`config.mk`:
```
export PLATFORM = sky130hd
export DESIGN_NAME = bcd_deci_seq_flat
export DESIGN_NICKNAME = d
export VERILOG_FILES = /design/src/rtl/bcd_deci_seq_if.sv /design/src/rtl/bcd_deci_seq.sv /design/src/flat_wrapper.sv
export SDC_FILE = /design/constraint.sdc
export NUM_CORES = 1
export LEC_CHECK = 0
export CAP_MARGIN = 15
export CORE_ASPECT_RATIO = 0.8
export CORE_MARGIN = 2
export CORE_UTILIZATION = 25
export DETAILED_ROUTE_END_ITERATION = 8
export GPL_ROUTABILITY_DRIVEN = 0
export HOLD_SLACK_MARGIN = 0.03
export PLACE_DENSITY_LB_ADDON = 0.12
export SYNTH_ARGS = -nofsm -noshare
export SYNTH_HDL_FRONTEND = slang
export SYNTH_SLANG_ARGS = --single-unit
```
`constraint.sdc`:
```
create_clock -name clk -period 3.92 [get_ports clk]
set_input_delay 0.588 -clock clk [delete_from_list [all_inputs] [get_ports clk]]
set_output_delay 0.588 -clock clk [all_outputs]
set_load 0.1 [all_outputs]
```
`src/rtl/bcd_deci_seq_if.sv`:
```
// bcd_deci_seq_if: word-in / result-out valid-ready bundle for the BCD-to-binary converter
interface bcd_deci_seq_if #(
  parameter int DIGITS = 4,
  parameter int BIN_W = 14
);
  logic [4*DIGITS-1:0] bcd_in;
  logic in_valid;
  logic in_ready;
  logic [BIN_W-1:0] bin_out;
  logic err;
  logic out_valid;
  logic out_ready;
  modport master(output bcd_in, in_valid, out_ready, input in_ready, bin_out, err, out_valid);
  modport slave(input bcd_in, in_valid, out_ready, output in_ready, bin_out, err, out_valid);
endinterface

```
`src/rtl/bcd_deci_seq.sv`:
```
// bcd_deci_seq: sequential BCD-to-binary converter, one digit per cycle, most significant first
module bcd_deci_seq #(
  parameter int DIGITS = 4,
  parameter int BIN_W = 14
) (
  input logic clk,
  input logic rst,
  bcd_deci_seq_if.slave bus
);
  localparam int CW = $clog2(DIGITS + 1);
  typedef enum logic [1:0] {IDLE, CONV, DONE} state_t;
  state_t state;
  logic [4*DIGITS-1:0] sr;
  logic [BIN_W-1:0] acc, acc_n;
  logic [BIN_W+3:0] ax;
  logic [3:0] d;
  logic [CW-1:0] cnt;
  logic e, e_n;
  // acc*10 + d computed at BIN_W+4 bits then truncated; digits above 9 raise the error
  always_comb begin
    d = sr[4*DIGITS-1 -: 4];
    ax = {4'b0, acc};
    acc_n = BIN_W'((ax << 3) + (ax << 1) + {{BIN_W{1'b0}}, d});
    e_n = e | (d > 4'd9);
  end
  assign bus.in_ready = state == IDLE && !rst;
  // control FSM with registered result outputs
  always_ff @(posedge clk)
    if (rst) begin
      state <= IDLE;
      sr <= '0;
      acc <= '0;
      cnt <= '0;
      e <= 1'b0;
      bus.out_valid <= 1'b0;
      bus.bin_out <= '0;
      bus.err <= 1'b0;
    end else
      case (state)
        IDLE:
          if (bus.in_valid) begin
            sr <= bus.bcd_in;
            acc <= '0;
            e <= 1'b0;
            cnt <= CW'(DIGITS);
            state <= CONV;
          end
        CONV: begin
          acc <= acc_n;
          e <= e_n;
          sr <= sr << 4;
          cnt <= cnt - 1'b1;
          if (cnt == CW'(1)) begin
            state <= DONE;
            bus.out_valid <= 1'b1;
            bus.bin_out <= e_n ? '0 : acc_n;
            bus.err <= e_n;
          end
        end
        DONE:
          if (bus.out_ready) begin
            state <= IDLE;
            bus.out_valid <= 1'b0;
          end
        default: state <= IDLE;
      endcase
endmodule

```
`src/flat_wrapper.sv`:
```
// flat-port wrapper written by rule: the top's interface ports become plain ports
module bcd_deci_seq_flat 
#(
  parameter int DIGITS = 4,
  parameter int BIN_W = 14
)
  (clk, rst, bus_bcd_in, bus_in_valid, bus_out_ready, bus_in_ready, bus_bin_out, bus_err, bus_out_valid);
  bcd_deci_seq_if #(.DIGITS(DIGITS), .BIN_W(BIN_W)) bus_i ();
  input logic clk;
  input logic rst;
  input wire logic [$bits(bus_i.bcd_in)-1:0] bus_bcd_in;
  input wire logic [$bits(bus_i.in_valid)-1:0] bus_in_valid;
  input wire logic [$bits(bus_i.out_ready)-1:0] bus_out_ready;
  output wire logic [$bits(bus_i.in_ready)-1:0] bus_in_ready;
  output wire logic [$bits(bus_i.bin_out)-1:0] bus_bin_out;
  output wire logic [$bits(bus_i.err)-1:0] bus_err;
  output wire logic [$bits(bus_i.out_valid)-1:0] bus_out_valid;
  assign bus_i.bcd_in = bus_bcd_in;
  assign bus_i.in_valid = bus_in_valid;
  assign bus_i.out_ready = bus_out_ready;
  assign bus_in_ready = bus_i.in_ready;
  assign bus_bin_out = bus_i.bin_out;
  assign bus_err = bus_i.err;
  assign bus_out_valid = bus_i.out_valid;
  bcd_deci_seq #(.DIGITS(DIGITS), .BIN_W(BIN_W)) u_core (.clk(clk), .rst(rst), .bus(bus_i));
endmodule
```
==> results of run 1 <==
-- cells in the final DEF, fill, tap and decap left out, types with 3 or more instances in the layout --
cell type	instances
dfxtp_1	51
nor2_1	47
a21oi_1	46
o21ai_0	35
clkdlybuf4s50_1	34
inv_1	24
ha_1	24
nand2_1	18
a22oi_1	10
nand3b_1	10
nor2b_1	8
buf_4	7
nor3_1	6
nand2b_1	6
a21o_1	6
nand3_1	6
clkbuf_16	5
nand4_1	4
or4_1	4
or3_1	4
a32oi_1	4
or2_2	3
xnor2_1	3
-- worst register-to-register path, delay by kind of cell, from the launching register on --
family                     cells  cell delay [ps]
DFF                            1              360
buffers and inverters          2              130
adders and majority gates      2              860
AOI/OAI and AO/OA              4             1040
and+or+nand+nor                1              120
-- Yosys cell counts (3+ instances only) --
| cell | n | area share |
|---|---|---|
| a32oi_1 | 4 | 0.012 |
| a21o_1 | 6 | 0.015 |
| nand3b_1 | 10 | 0.026 |
| a22oi_1 | 10 | 0.026 |
| or4_1 | 4 | 0.010 |
| nor3_1 | 6 | 0.010 |
| clkbuf_1 | 20 | 0.026 |
| o21ai_0 | 35 | 0.060 |
| a21oi_1 | 46 | 0.078 |
| inv_1 | 24 | 0.031 |
| nor2_1 | 47 | 0.060 |
| or3_1 | 4 | 0.0085 |
| ha_1 | 24 | 0.10 |
| nand3_1 | 6 | 0.010 |
| nor2b_1 | 8 | 0.017 |
| nand2_1 | 18 | 0.023 |
| or2_2 | 3 | 0.0064 |
| xnor2_1 | 3 | 0.0089 |
| dfxtp_1 | 51 | 0.35 |
| nand4_1 | 4 | 0.0085 |
| nand2b_1 | 6 | 0.013 |
-- final timing paths --
path,cells after the start,endpoint,startpoint
setup / recovery,9,u_core.acc[11],u_core.acc[0]
setup reg to reg,9,u_core.acc[11],u_core.acc[0]
hold / removal,2,u_core.bus.out_valid,u_core.bus.out_valid
hold reg to reg,2,u_core.bus.out_valid,u_core.bus.out_valid
-- logic make-up after synthesis --
logic type      after synthesis
flops                        51
buf+inv                      47
compound gates              121
simple gates                125
xor+xnor                      4
fa+ha+maj                    26
-- sequential cells by signal (all words and copies together) (netlist names) --
| name | cells |
|---|---|
| u_core.sr | 16 |
| u_core.bus.bin_out | 14 |
| u_core.acc | 13 |
| u_core.cnt | 3 |
| u_core.state | 2 |
| u_core.bus.err | 1 |
| u_core.bus.out_valid | 1 |
| u_core.e | 1 |
-- metal layers --
layer  share of wire  global-route usage  up-vias
met5               0                   0        -
met4           0.012              0.0368        0
met3           0.041              0.0271        9
met2            0.39               0.184       48
met1            0.56               0.211     1285
li1                -                   -     1373
-- metrics by stage --
stage | hold slack, ps | cell area, um^2 | instances
2_1_floorplan | 454 | 2940 | 374
3_3_place_gp | 446 | 3430 | 541
3_5_place_dp | 459 | 3430 | 541
4_1_cts | 469 | 3570 | 549
5_1_grt | 505 | 3570 | 549
6_report | 462 | 3570 | 549
-- power by group --
| group | switching, W | total [W] | internal [W] | leakage, nW |
|---|---|---|---|---|
| logic | 0.000115 | 0.000188 | 0.0000723 | 1.00 |
| registers | 0.0000244 | 0.000567 | 0.000542 | 0.416 |
| clock network | 0.000197 | 0.000434 | 0.000237 | 0.0679 |
| total | 0.000337 | 0.00119 | 0.000852 | 1.49 |
-- cell type report --
class                           count  area [um^2]  share of cell area
Multi-Input combinational cell    276         1740               0.487
Sequential cell                    51         1020               0.286
Timing Repair Buffer               42          398               0.111
Tap cell                          148          185              0.0518
Clock buffer                        7          133              0.0371
Inverter                           24         90.1              0.0252
Clock inverter                      1         5.00             0.00140
==> metrics.txt, run 1 <==
RSZ-0062 raised after global routing=false; Final ANT Viol Nets=0; full die area=12700 um^2; Synth Instances=374; clk_skew=11.7 ps; final period utilization=0.668; final setup fails=0; GRT overflow=0; r2r setup slk=1300 ps; Synth Area in Adders=0.116; mapped cell area=2940 um^2; DRT Wirelength=8390 um; Synth Area in Compound Gates=0.246; prevailing post-synth register cell=dfxtp_1; Worst setup SP type=register; Reg clk slew, reported paths=60 ps; Post-Synth XOR/XNOR Area=0.0119; Worst path most repeated cell=inv_1; WL per Instance=15.3 um; area delta synth->final=21.5%; die height=101 um; core box area=11500 um^2; Static Leak=1.49 nW; CTS max path bufs=2; Max Fclk=382 MHz; Power Density=333 nW/um^2; Remaining DRCs=0; first-pass GRT wire length=13500 um; Crit Path Max Fanout=5; clock root buffer=clkbuf_16; yosys warns=0; Fin. Hold Viols=0; Peak VDD IR=0.118 mV; Max-Cap Viols=0; worst path cell trace=inv_1 > fa_1 > inv_1 > ha_1 > a21o_1 > nand4_1 > a21boi_0 > a2111oi_0 > a311o_1; Simple-Gate Fraction of Synth Area=0.218; # diodes=0; setup TNS=0 ps; layout cells sized above 1=0.0449; hold crit path type=register to register; CP required=4100 ps; Final WS setup=1300 ps; IO Count=37; via/cell ratio=4.95; initial core utilization=0.256; element type at the critical path end=register; crit-path leading delay family=compound AO/OA/AOI/OAI gates; post-synth cell types=47; fin nets=446; Power Total=0.00119 W; CTS tree=yes; largest net degree at the start of global routing=39; vias in the first global route=2546; # H-tree levels=2; CP max stage cell=fa_1; Placement Setup Slack=1300 ps; mux share of post-synthesis cell area=0; # fillers=1227; Detailed Place HPWL=5880 um; CP peak stage delay=590 ps; die width=125 um; quantity of gates resized following cts=0; gr usage total=0.135; crit path DAT=2800 ps; hold_buf cts=0; initial antenna violation count=0; IO Port Bufs=36; first drt pass iteration count=4; total CTS buffers=5; EDFF count, synth=0; fin crit period=2620 ps; via count=2715; Seq cells post-synth=51; main combinational cell family by area after synthesis=compound AO/OA/AOI/OAI gates; Buf+Inv Stages, Crit Path=2; outcome=finished clean; Slew HR=0.335; DRT iter0 DRCs=148; Post-synth ARST share=0; FP Rows=35; Worst Tran Pin Value=994 ps; Clk Latency, worst-skew pair=300 ps; Post-CTS Setup Bufs=0; Clock Sink Count=51; WS Path Type=register to register; final core utilization=0.311; post-synthesis sequential area ratio=0.347; pins over their slew limit=0; Post-Syn Nets=420; synthesized area per cell=7.86 um^2
No activity file was read; power rests on OpenSTA's default activity.
==> run 2, diff against run 1 <==
- clock period: 3.92 -> 2.1 ns (I/O delays scaled with it)
==> metrics.txt, run 2 (synthesis gave the netlist of run 1 again) <==
R2R Path End=u_core.acc[11]; Reg with most FFs=u_core.sr; Worst setup SP type=register; CP peak stage delay=570 ps (-20 ps); CP max stage cell=fa_2; Placement Setup Slack=-275 ps (-1570 ps); total CTS buffers=5 (unchanged); # H-tree levels=2 (unchanged); layout cells sized above 1=0.232 (+0.187); fin nets=481 (+7.8%); largest net degree at the start of global routing=30 (-23%); CP required=2270 ps (-1830 ps); final setup fails=17 (+17); first drt pass iteration count=4 (unchanged); clk_skew=4.82 ps (-6.84 ps); area delta synth->final=35.8%; first-pass GRT wire length=14300 um (+5.4%); vias in the first global route=2663 (+4.6%); IO Count=37 (unchanged); Max Fclk=428 MHz (+12%); placed cells=570 (+5.4%); setup TNS=-2580 ps (-2580 ps); Hold Path Cell Cnt=2 (unchanged); Clock Sink Count=51 (unchanged); Final WS setup=-235 ps (-1540 ps); CTS tree=yes; via/cell ratio=4.78 (-3.4%); final period utilization=1.11 (+0.445); crit-path leading delay family=adder cells; Remaining DRCs=0 (unchanged); Worst Hold End=u_core.bus.bin_out[8]; max FFs per register=16 (unchanged); Final ANT Viol Nets=0 (unchanged); Fin. Hold Viols=0 (unchanged); Largest regs=u_core.sr: 16 flops, u_core.bus.bin_out: 14 flops, u_core.acc: 13 flops; outcome=finished with violations; r2r setup slk=-240 ps (-1540 ps); min-delay src=rst; most frequent cells in the layout=buf_4, nor2_1, dfxtp_1; # diodes=0 (unchanged); initial antenna violation count=0 (unchanged); hold_buf cts=0 (unchanged); Power Density=603 nW/um^2 (+81%); Peak VDD IR=0.346 mV (+190%); die height=101 um (unchanged); fin crit period=2340 ps (-281 ps); Crit Path Max Fanout=4 (-1); Worst R2R Path Depth=9 (unchanged); FP Rows=35 (unchanged); commonest non-fill, non-tap cell in the layout=buf_4; DRT iter0 DRCs=180 (+22%); GRT overflow=0 (unchanged); Worst setup startpoint=u_core.acc[2]; RSZ-0062 raised after global routing=true; WS Path Type=register to register; Worst Tran Pin Value=781 ps (-213 ps); hold crit path type=primary input to register; IO Port Bufs=36 (unchanged); via count=2786 (+2.6%); Detailed Place HPWL=6220 um (+5.6%); initial core utilization=0.256 (unchanged); core box area=11500 um^2 (unchanged); Static Leak=1.73 nW (+16%); Critical R2R Launch=u_core.acc[2]; non-filler instance count after layout=583 (+6.2%); crit path DAT=2510 ps (-290 ps); gr usage total=0.141 (+0.00611); Slew HR=0.477 (+0.142); DRT Wirelength=8900 um (+6.1%); Clk Latency, worst-skew pair=290 ps (about the same); Reg clk slew, reported paths=70 ps (about the same); violated checks=setup timing; worst path cell trace=inv_2 > fa_2 > inv_1 > ha_1 > a21o_1 > nand4_1 > a21boi_2 > a2111oi_2 > a311o_1; WL per Instance=15.3 um (about the same); element type at the critical path end=register; clock root buffer=clkbuf_16; full die area=12700 um^2 (unchanged); Max-Cap Viols=0 (unchanged); CTS max path bufs=2 (unchanged); Buf+Inv Stages, Crit Path=2 (unchanged); pins over their slew limit=0 (unchanged); die width=125 um (unchanged)
-- run 2: worst max path at each step --
stage                                   to  slack (ps)  cells past startpoint
CTS                 u_core.bus.bin_out[12]        -210                      8
detailed placement  u_core.bus.bin_out[12]        -270                      9
floorplan           u_core.bus.bin_out[12]        -190                      8
global route                u_core.acc[11]        -290                      9
global placement    u_core.bus.bin_out[12]        -240                      8
finish                      u_core.acc[11]        -240                      9
-- run 2: layout make-up --
class | count | area, um^2
clock buffers | 6 | 129
clock inverters | 1 | 30.0
fillers | 1211 | 7480
inverters | 24 | 90.1
multi-input cells | 276 | 1890
flip-flops and latches | 51 | 1030
well taps | 148 | 185
repair buffers | 77 | 646
-- run 2: what timing repair did --
| action | in CTS | in global routing |
|---|---|---|
| endpoints found under the setup margin | 16 | 17 |
| resized for setup | 11 | 16 |
| setup buffers | 4 | 3 |
| pin swaps | 19 | 18 |
| endpoints found under the hold margin | 0 | 0 |
-- run 2: where the power goes --
| part | internal, W | leakage [nW] | total (W) | switching [W] |
|---|---|---|---|---|
| logic | 0.000181 | 1.23 | 0.000422 | 0.000242 |
| registers | 0.00101 | 0.418 | 0.00106 | 0.0000415 |
| clock network | 0.000558 | 0.0769 | 0.000931 | 0.000373 |
-- run 2: layer usage --
layer  up-vias  global-route usage  share of wire
li1       1447                   -              -
met1      1293               0.215           0.56
met2        44               0.200           0.40
met3         2              0.0340          0.041
met4         0              0.0265         0.0051
met5         -                   0              0
-- run 2: metrics by stage --
step           area [um^2]  hold slack, ps  utilization  power, W
5_1_grt               3990             483        0.348   0.00252
2_1_floorplan         2980             454            -   0.00131
4_1_cts               3880             445        0.339   0.00241
3_5_place_dp          3680             450        0.320   0.00148
3_3_place_gp          3680             448        0.320   0.00148
6_report              3990             438        0.348   0.00241
